`src/rtl/mux_accum.sv`:
```
// Multi-channel selecting accumulator: per job, sums `len` beats taken from one of
// NCH channels (explicit select or round-robin) onto a carry-in, with a sticky overflow flag.
module mux_accum #(
    parameter int WIDTH = 8,
    parameter int NCH   = 4
) (
    input  logic                         clk,
    input  logic                         rst_n,
    input  logic                         start,
    input  logic [7:0]                   len,
    input  logic                         cin,
    input  logic                         mode,
    input  logic [$clog2(NCH)-1:0]       sel,
    input  logic [NCH*WIDTH-1:0]         ch_data,
    input  logic                         in_valid,
    output logic                         in_ready,
    output logic                         out_valid,
    input  logic                         out_ready,
    output logic [WIDTH-1:0]             out_sum,
    output logic                         out_ovf,
    output logic                         busy
);
    localparam int SELW = $clog2(NCH);
    localparam int NPAD = 1 << SELW;

    typedef enum logic [1:0] {
        IDLE = 2'd0,
        ACC  = 2'd1,
        DONE = 2'd2
    } state_t;

    state_t            state_q, state_d;
    logic [WIDTH-1:0]  acc_q, acc_d;
    logic              ovf_q, ovf_d;
    logic [7:0]        cnt_q, cnt_d;
    logic [7:0]        len_q, len_d;
    logic              mode_q, mode_d;
    logic [SELW-1:0]   rr_q, rr_d;

    // Channel table padded to a power of two; out-of-range selects alias channel 0.
    logic [WIDTH-1:0]  ch_pad [NPAD];

    for (genvar k = 0; k < NPAD; k++) begin : g_pad
        if (k < NCH) begin : g_real
            assign ch_pad[k] = ch_data[k*WIDTH +: WIDTH];
        end else begin : g_alias
            assign ch_pad[k] = ch_data[WIDTH-1:0];
        end
    end

    logic [SELW-1:0]   op_idx;
    logic [WIDTH-1:0]  operand;
    logic [WIDTH:0]    sum_ext;

    assign op_idx  = mode_q ? rr_q : sel;
    assign operand = ch_pad[op_idx];
    assign sum_ext = {1'b0, acc_q} + {1'b0, operand};

    always_comb begin
        state_d = state_q;
        acc_d   = acc_q;
        ovf_d   = ovf_q;
        cnt_d   = cnt_q;
        len_d   = len_q;
        mode_d  = mode_q;
        rr_d    = rr_q;
        case (state_q)
            IDLE: begin
                if (start) begin
                    acc_d   = WIDTH'(cin);
                    ovf_d   = 1'b0;
                    cnt_d   = 8'd0;
                    rr_d    = '0;
                    len_d   = len;
                    mode_d  = mode;
                    state_d = (len == 8'd0) ? DONE : ACC;
                end
            end
            ACC: begin
                if (in_valid) begin
                    acc_d = sum_ext[WIDTH-1:0];
                    ovf_d = ovf_q | sum_ext[WIDTH];
                    cnt_d = cnt_q + 8'd1;
                    if (mode_q) begin
                        rr_d = (rr_q == SELW'(NCH-1)) ? '0 : rr_q + 1'b1;
                    end
                    if (cnt_d == len_q) begin
                        state_d = DONE;
                    end
                end
            end
            DONE: begin
                if (out_ready) begin
                    state_d = IDLE;
                end
            end
            default: state_d = IDLE;
        endcase
    end

    always_ff @(posedge clk or negedge rst_n) begin
        if (!rst_n) begin
            state_q <= IDLE;
            acc_q   <= '0;
            ovf_q   <= 1'b0;
            cnt_q   <= 8'd0;
            len_q   <= 8'd0;
            mode_q  <= 1'b0;
            rr_q    <= '0;
        end else begin
            state_q <= state_d;
            acc_q   <= acc_d;
            ovf_q   <= ovf_d;
            cnt_q   <= cnt_d;
            len_q   <= len_d;
            mode_q  <= mode_d;
            rr_q    <= rr_d;
        end
    end

    // Result is only exposed in DONE so the outputs read zero outside a valid result.
    assign in_ready  = (state_q == ACC);
    assign out_valid = (state_q == DONE);
    assign busy      = (state_q != IDLE);
    assign out_sum   = out_valid ? acc_q : '0;
    assign out_ovf   = out_valid & ovf_q;

endmodule

```
`config.mk`:
```
export PLATFORM = sky130hd
export DESIGN_NAME = mux_accum
export DESIGN_NICKNAME = d
export VERILOG_FILES = /design/src/rtl/mux_accum.sv
export SDC_FILE = /design/constraint.sdc
export NUM_CORES = 1
export LEC_CHECK = 0
export ABC_CLOCK_PERIOD_IN_PS = 8700
export CORE_ASPECT_RATIO = 1.75
export CORE_MARGIN = 5
export CORE_UTILIZATION = 45
export DETAILED_ROUTE_END_ITERATION = 12
export PLACE_DENSITY = 0.86
export SLEW_MARGIN = 10
export SYNTH_ARGS = -nofsm -noshare
export SYNTH_HDL_FRONTEND = slang
export SYNTH_SLANG_ARGS = --single-unit
```
`constraint.sdc`:
```
create_clock -name clk -period 8.7 [get_ports clk]
set_input_delay 1.305 -clock clk [delete_from_list [all_inputs] [get_ports clk]]
set_output_delay 1.305 -clock clk [all_outputs]
set_load 0.005 [all_outputs]
```
==> results of run 1 <==
## report_power, final
group | internal [W] | switching [W]
clock network | 0.0000638 | 0.0000563
registers | 0.000197 | 0.0000650
logic | 0.000238 | 0.000227
## stage by stage
| stage | hold WS (ns) | area [sq um] | setup WS [ns] | util | total power (W) |
|---|---|---|---|---|---|
| 6_report | 0.5198 | 2904 | 4.462 | 0.6170 | 0.0008469 |
| 5_1_grt | 0.5276 | 2904 | 4.295 | 0.6170 | 0.0009138 |
| 4_1_cts | 0.5053 | 2904 | 4.485 | 0.6170 | 0.0008493 |
| 3_5_place_dp | 0.4915 | 2813 | 4.183 | 0.5976 | 0.0007222 |
| 3_3_place_gp | 0.4917 | 2813 | 4.293 | 0.5976 | 0.0006981 |
| 2_1_floorplan | 0.4697 | 2203 | 5.013 | - | 0.0006047 |
## critical path, stage by stage
cell	delay, ns
clkdlybuf4s50_1	0.41
mux2i_2	0.57
mux4_1	0.64
ha_1	0.21
inv_1	0.07
fa_1	0.20
inv_1	0.05
a21oi_1	0.13
o21bai_1	0.11
a21oi_1	0.28
o21ai_0	0.18
a31o_2	0.27
## cell type report
cell class,count,share of cell area
clock buffer,7,0.02973
clock inverter,1,0.001723
inverter,11,0.01422
multi-input combinational,168,0.4640
sequential,30,0.2585
tap,52,0.02240
timing repair buffer,61,0.2094
## metal layers
metal / part of all wire / vias to the layer above / global-route usage / wire length [microns]
met2: 0.56 / 63 / 0.3423 / 3105
met4: 0.028 / 0 / 0.08824 / 155
met3: 0.043 / 18 / 0.03272 / 236
li1: - / 921 / - / -
met1: 0.37 / 950 / 0.1827 / 2038
met5: 0 / - / 0 / 0
## sequential cells by signal, summed over array words and instances, names as in the netlist
| signal | cells |
|---|---|
| acc_q | 8 |
| cnt_q | 8 |
| len_q | 8 |
| rr_q | 2 |
| state_q | 2 |
| mode_q | 1 |
| ovf_q | 1 |
## how the worst max path moves through the flow
stage | startpoint | to | slack (ns) | cells past startpoint
2_1_floorplan | sel[0] | ovf_q | 5.01 | 11
3_3_place_gp | sel[0] | ovf_q | 4.29 | 12
3_5_place_dp | sel[0] | ovf_q | 4.18 | 12
4_1_cts | sel[0] | ovf_q | 4.49 | 12
5_1_grt | sel[0] | ovf_q | 4.29 | 12
6_report | sel[0] | ovf_q | 4.46 | 12
## cells in the mapped netlist, types with 3 or more instances
| cell | instances |
|---|---|
| nand2_1 | 17 |
| nor2b_1 | 4 |
| nor3_1 | 3 |
| o31ai_1 | 3 |
| and2_1 | 10 |
| o21ai_0 | 22 |
| mux4_1 | 7 |
| a21oi_1 | 10 |
| dfrtp_1 | 30 |
| buf_2 | 3 |
| nor2_1 | 10 |
| mux2i_1 | 3 |
| buf_4 | 3 |
| a22o_1 | 3 |
| xnor2_1 | 5 |
| ha_1 | 10 |
| nand3_1 | 5 |
| mux2_2 | 9 |
| inv_1 | 10 |
| clkbuf_1 | 4 |
| xor2_1 | 6 |
## cell families after synthesis
kind of cell             Yosys count
AND/OR/NAND/NOR                   67
AO/OA/AOI/OAI                     57
flip-flops                        30
buffers and inverters             22
multiplexers                      21
XOR/XNOR                          12
adder cells (fa/ha/maj)           11
==> results.yml, run 1 <==
cells_and_area:
  sequential_cell_area_sq_um: 750.7
  layout_common_cells: "clkdlybuf4s50_1, dfrtp_1, o21ai_0, nand2_1"
  final_common_cell: "clkdlybuf4s50_1"
  drive_gt1_frac: 0.1187
  syn2layout_area_growth_pct: 31.80
  diodes: 0
  layout.nets: 337
  multiInputGateArea_sq_um: 1348
  fillers: 384
  instances_no_fill: 330
global_route:
  grt_start_max_net_pins: 31
  grt.overflow.total: 0
  grt_pass1_wl_mm: 9.218
  antenna_found_initial: 0
  grt_pass1_vias: 2051
  grt_usage: 0.1788
power_and_ir_drop:
  ir_drop_mv: 0.2069
  leakagePower_nw: 1.234
  power_density_nw_per_um2: 291.6
timing:
  hold_violations: 0
  worstMarginPinSlew_ns: 0.9029
  setup_violations: 0
  finalSetupTns_ns: 0
  rsz0062_at_grt: "false"
  fmax_ghz: 0.2360
  finClkSkew_ns: 0.006800
  slew_viol_final: 0
  period_needed_ns: 4.238
  max_slew_margin: 0.3958
  post-route-period-util: 0.4871
placement:
  gp_congestion: 0.8615
  hpwl_mm: 4.262
  io_buffers: 60
  dp.cells: 322
worst_setup_path:
  timing.critical_path.fanout_max: 8
  r2r_start: "mode_q"
  criticalPathCategory: "in2reg"
  end_kind: "register"
  start_kind: "primary input"
  cp.arrival_ns: 4.41
  r2r_cells: 11
  reg2reg_to: "ovf_q"
  cp.required_ns: 8.88
  r2r_setup_slack_ns: 5.41
clock_network:
  clock_sinks: 30
  clk_pin_slew_ns: 0.06
  htreeDepth: 2
  post_cts_buffers: 0
  cts-resized-gates: 0
  cts_hold_buf: 0
  insertion_delay_ns: 0.29
  cts-root-buf: "clkbuf_8"
  cts_tree: "yes"
  cts-buffers-inserted: 5
  cts_buffer_depth: 2
synth:
  synth_edf_count: 0
  synth_top_area_cell: "dfrtp_1"
  netlist_instances: 220
  synth.distinct_cells: 57
  netlist_area_sq_um: 2203
  synth_area_per_cell_sq_um: 10.02
  yosys-mux-area-fraction: 0.1596
  synth_xor_area_frac: 0.05111
  syn_nets: 280
  ys.warnings.count: 0
  synth_compound_area_frac: 0.1709
  synth_fa_ha_area_frac: 0.06587
  async_flop_share: 1.000
  synth_top_area_share: 0.3407
  synthFlopType: "dfrtp_1"
  synth_top_family_by_area: "compound AO/OA/AOI/OAI gates"
  yosys-top-cells-area: "dfrtp_1, mux4_1, ha_1"
  synth-simple-area-share: 0.1641
  ys_seq_elements: 30
  yosysSeqAreaShare: 0.3407
route:
  antenna_left: 0
  drc_errors: 0
  drt_wl_total_mm: 5.535
  drt-initial-drc-count: 63
  via_count: 1952
  avgViaCountPerCell: 5.915
  drt_pass1_iterations: 4
  wl_per_cell_microns: 16.77
hold_path:
  worstHoldPathCells: 1
  holdCritPathClass: "reg2reg"
  min_to: "cnt_q[7]"
  min_from: "cnt_q[7]"
status:
  status: "complete, no violations"
die:
  dieArea_sq_um: 6451
  design.core.area_sq_um: 4707
  io_pins: 61
  fp.dieW_microns: 62.90
  start_util: 0.4681
  die_h_microns: 102.6
  rows: 33
flow_run:
  maxCapViolations: 0
(Power assumes the default switching activity.)
==> inputs of run 2 (changes only) <==
--- a/config.mk
+++ b/config.mk
@@ -5,7 +5,7 @@
 export SDC_FILE = /design/constraint.sdc
 export NUM_CORES = 1
 export LEC_CHECK = 0
-export ABC_CLOCK_PERIOD_IN_PS = 8700
+export ABC_CLOCK_PERIOD_IN_PS = 4300
 export CORE_ASPECT_RATIO = 1.75
 export CORE_MARGIN = 5
 export CORE_UTILIZATION = 45
==> constraint.sdc (replaced) <==
create_clock -name clk -period 4.3 [get_ports clk]
set_input_delay 0.645 -clock clk [delete_from_list [all_inputs] [get_ports clk]]
set_output_delay 0.645 -clock clk [all_outputs]
set_load 0.005 [all_outputs]
==> run 2 against run 1 <==
Net effect: register-to-register slack worse by 4.1 ns; clock power up 81%; non-clock buffer count up 2; sequential cell count unchanged; count of clock-buffer cells in the layout down 2; hold slack better by 0.0075 ns; via count down 1.6%; setup slack worse by 3.4 ns; combinational power up 100%; sequential power up 100%; critical path depth down 2; critical path type unchanged; critical endpoint is now acc_q[6]; largest power group unchanged.
==> results.yml, run 2 (synthesis gave the netlist of run 1 again) <==
cells_and_area:
  syn2layout_area_growth_pct: 31.91
  layout_common_cells: "clkdlybuf4s50_1, dfrtp_1, o21ai_0, nand2_1"
  fin_area_sq_um: 2907
  final_common_cell: "clkdlybuf4s50_1"
  layout.nets: 339
  drive_gt1_frac: 0.1254
  diodes: 0
  top_regs: "acc_q (8), cnt_q (8), len_q (8)"
placement:
  io_buffers: 60
  pre_cts_ws_ns: 0.7327
  hpwl_mm: 4.306
  gp_congestion: 0.8989
  postPlaceCellArea_sq_um: 2828
route:
  drt_wl_total_mm: 5.448
  drt_pass1_iterations: 4
  via_count: 1921
  drc_errors: 0
  avgViaCountPerCell: 5.804
  wl_per_cell_microns: 16.46
  antenna_left: 0
  drt-initial-drc-count: 35
timing:
  worst_slack_ns: 1.014
  period_needed_ns: 3.286
  setup_violations: 0
  worstMarginPinSlew_ns: 0.9505
  post-route-period-util: 0.7641
  fmax_ghz: 0.3043
  worst_hold_slack_ns: 0.5273
  max_slew_margin: 0.3640
  finalSetupTns_ns: 0
  finClkSkew_ns: 0.007700
  hold_violations: 0
  slew_viol_final: 0
  rsz0062_at_grt: "false"
status:
  status: "complete, no violations"
global_route:
  antenna_found_initial: 0
  grt_pass1_wl_mm: 9.163
  grt_start_max_net_pins: 31
  grt_pass1_vias: 2012
  grt_usage: 0.1783
  gr-usage-met2: 0.3549
  grt.busiest_layer: "met2"
  use_met1: 0.1840
  use_met3: 0.03272
  grt.overflow.total: 0
die:
  start_util: 0.4681
  dieArea_sq_um: 6451
  fp.dieW_microns: 62.90
  design.core.area_sq_um: 4707
  rows: 33
  io_pins: 61
  die_h_microns: 102.6
power_and_ir_drop:
  swShare: 0.4066
  leakagePower_nw: 1.239
  power.share.clock: 0.129
  power.switching_w: 0.0006820
  pwr-share-comb: 0.556
  power.internal_w: 0.0009954
  ir_drop_mv: 0.3761
  seqPwrFrac: 0.314
  power_density_nw_per_um2: 577.1
clock_network:
  cts-buffers-inserted: 5
  cts-resized-gates: 0
  cts_tree: "yes"
  clk_pin_slew_ns: 0.06
  cts_hold_buf: 0
  htreeDepth: 2
  clock_sinks: 30
  post_cts_buffers: 0
  cts_buffer_depth: 2
  insertion_delay_ns: 0.28
  cts-root-buf: "clkbuf_8"
flow_run:
  maxCapViolations: 0
worst_setup_path:
  criticalPathCategory: "in2reg"
  timing.critical_path.fanout_max: 5
  slowest_stage: "mux4_2"
  crit_start: "sel[0]"
  cp.arrival_ns: 3.49
  cp.required_ns: 4.51
  path_cells: "clkdlybuf4s50_1 > mux2i_2 > buf_4 > mux4_2 > ha_1 > inv_1 > o21bai_1 > a21oi_1 > or4b_1 > nand4_1"
  start_kind: "primary input"
  r2r_start: "mode_q"
  end_kind: "register"
  cpPeakStageDelay_ns: 0.50
hold_path:
  holdCritPathClass: "reg2reg"
  min_from: "acc_q[4]"
[run 2: cell count changes in the layout (fill, tap and decap cells not counted)]
cell      change
buf_4         +2
clkbuf_1      -1
clkbuf_8      -1
clkinv_2      +1
[run 2: path summary, 6_finish.rpt]
path / to / slack (ns) / depth (start not counted)
max: acc_q[6] / 1.01 / 10
min: acc_q[4] / 0.53 / 2
max reg2reg: acc_q[6] / 1.29 / 9
min reg2reg: acc_q[4] / 0.53 / 2
max in group asynchronous: rr_q[1] / 3.26 / 2
min in group asynchronous: len_q[2] / 0.75 / 2
[run 2: power groups by stage]
| stage | Clock [W] | Combinational (W) | Sequential (W) |
|---|---|---|---|
| 4_1_cts | 0.000220 | 0.000938 | 0.000525 |
| 6_report | 0.000217 | 0.000933 | 0.000527 |
| 2_1_floorplan | 0 | 0.000741 | 0.000482 |
| 3_5_place_dp | 0 | 0.000936 | 0.000528 |
| 5_1_grt | 0.000233 | 0.00105 | 0.000546 |
| 3_3_place_gp | 0 | 0.000905 | 0.000526 |
[run 2: metrics by stage]
stage | power [W] | util | cells
floorplan | 0.001223 | - | 220
global placement | 0.001431 | 0.6007 | 324
detailed placement | 0.001464 | 0.6007 | 324
CTS | 0.001683 | 0.6175 | 331
global route | 0.001829 | 0.6175 | 331
finish | 0.001677 | 0.6175 | 331
[run 2: layout make-up]
class	instances	area (sq um)
clock inverter	2	10.01
inverter	11	41.29
multi-input combinational	168	1348
tap	52	65.06
fill	412	1800
clock buffer	5	68.82
sequential	30	750.7
timing repair buffer	63	623.1
[run 2: routing by layer]
metal	wire length [microns]	vias to the layer above
met5	0	-
met4	84	0
met3	236	12
met2	3141	59
met1	1986	922
li1	-	928
[run 2: critical path, delay by kind of cell]
kind | cells | cell delay, ns
mux | 2 | 0.87
buf+inv | 3 | 0.72
compound gates | 2 | 0.37
fa+ha+maj | 1 | 0.28
simple gates | 2 | 0.61
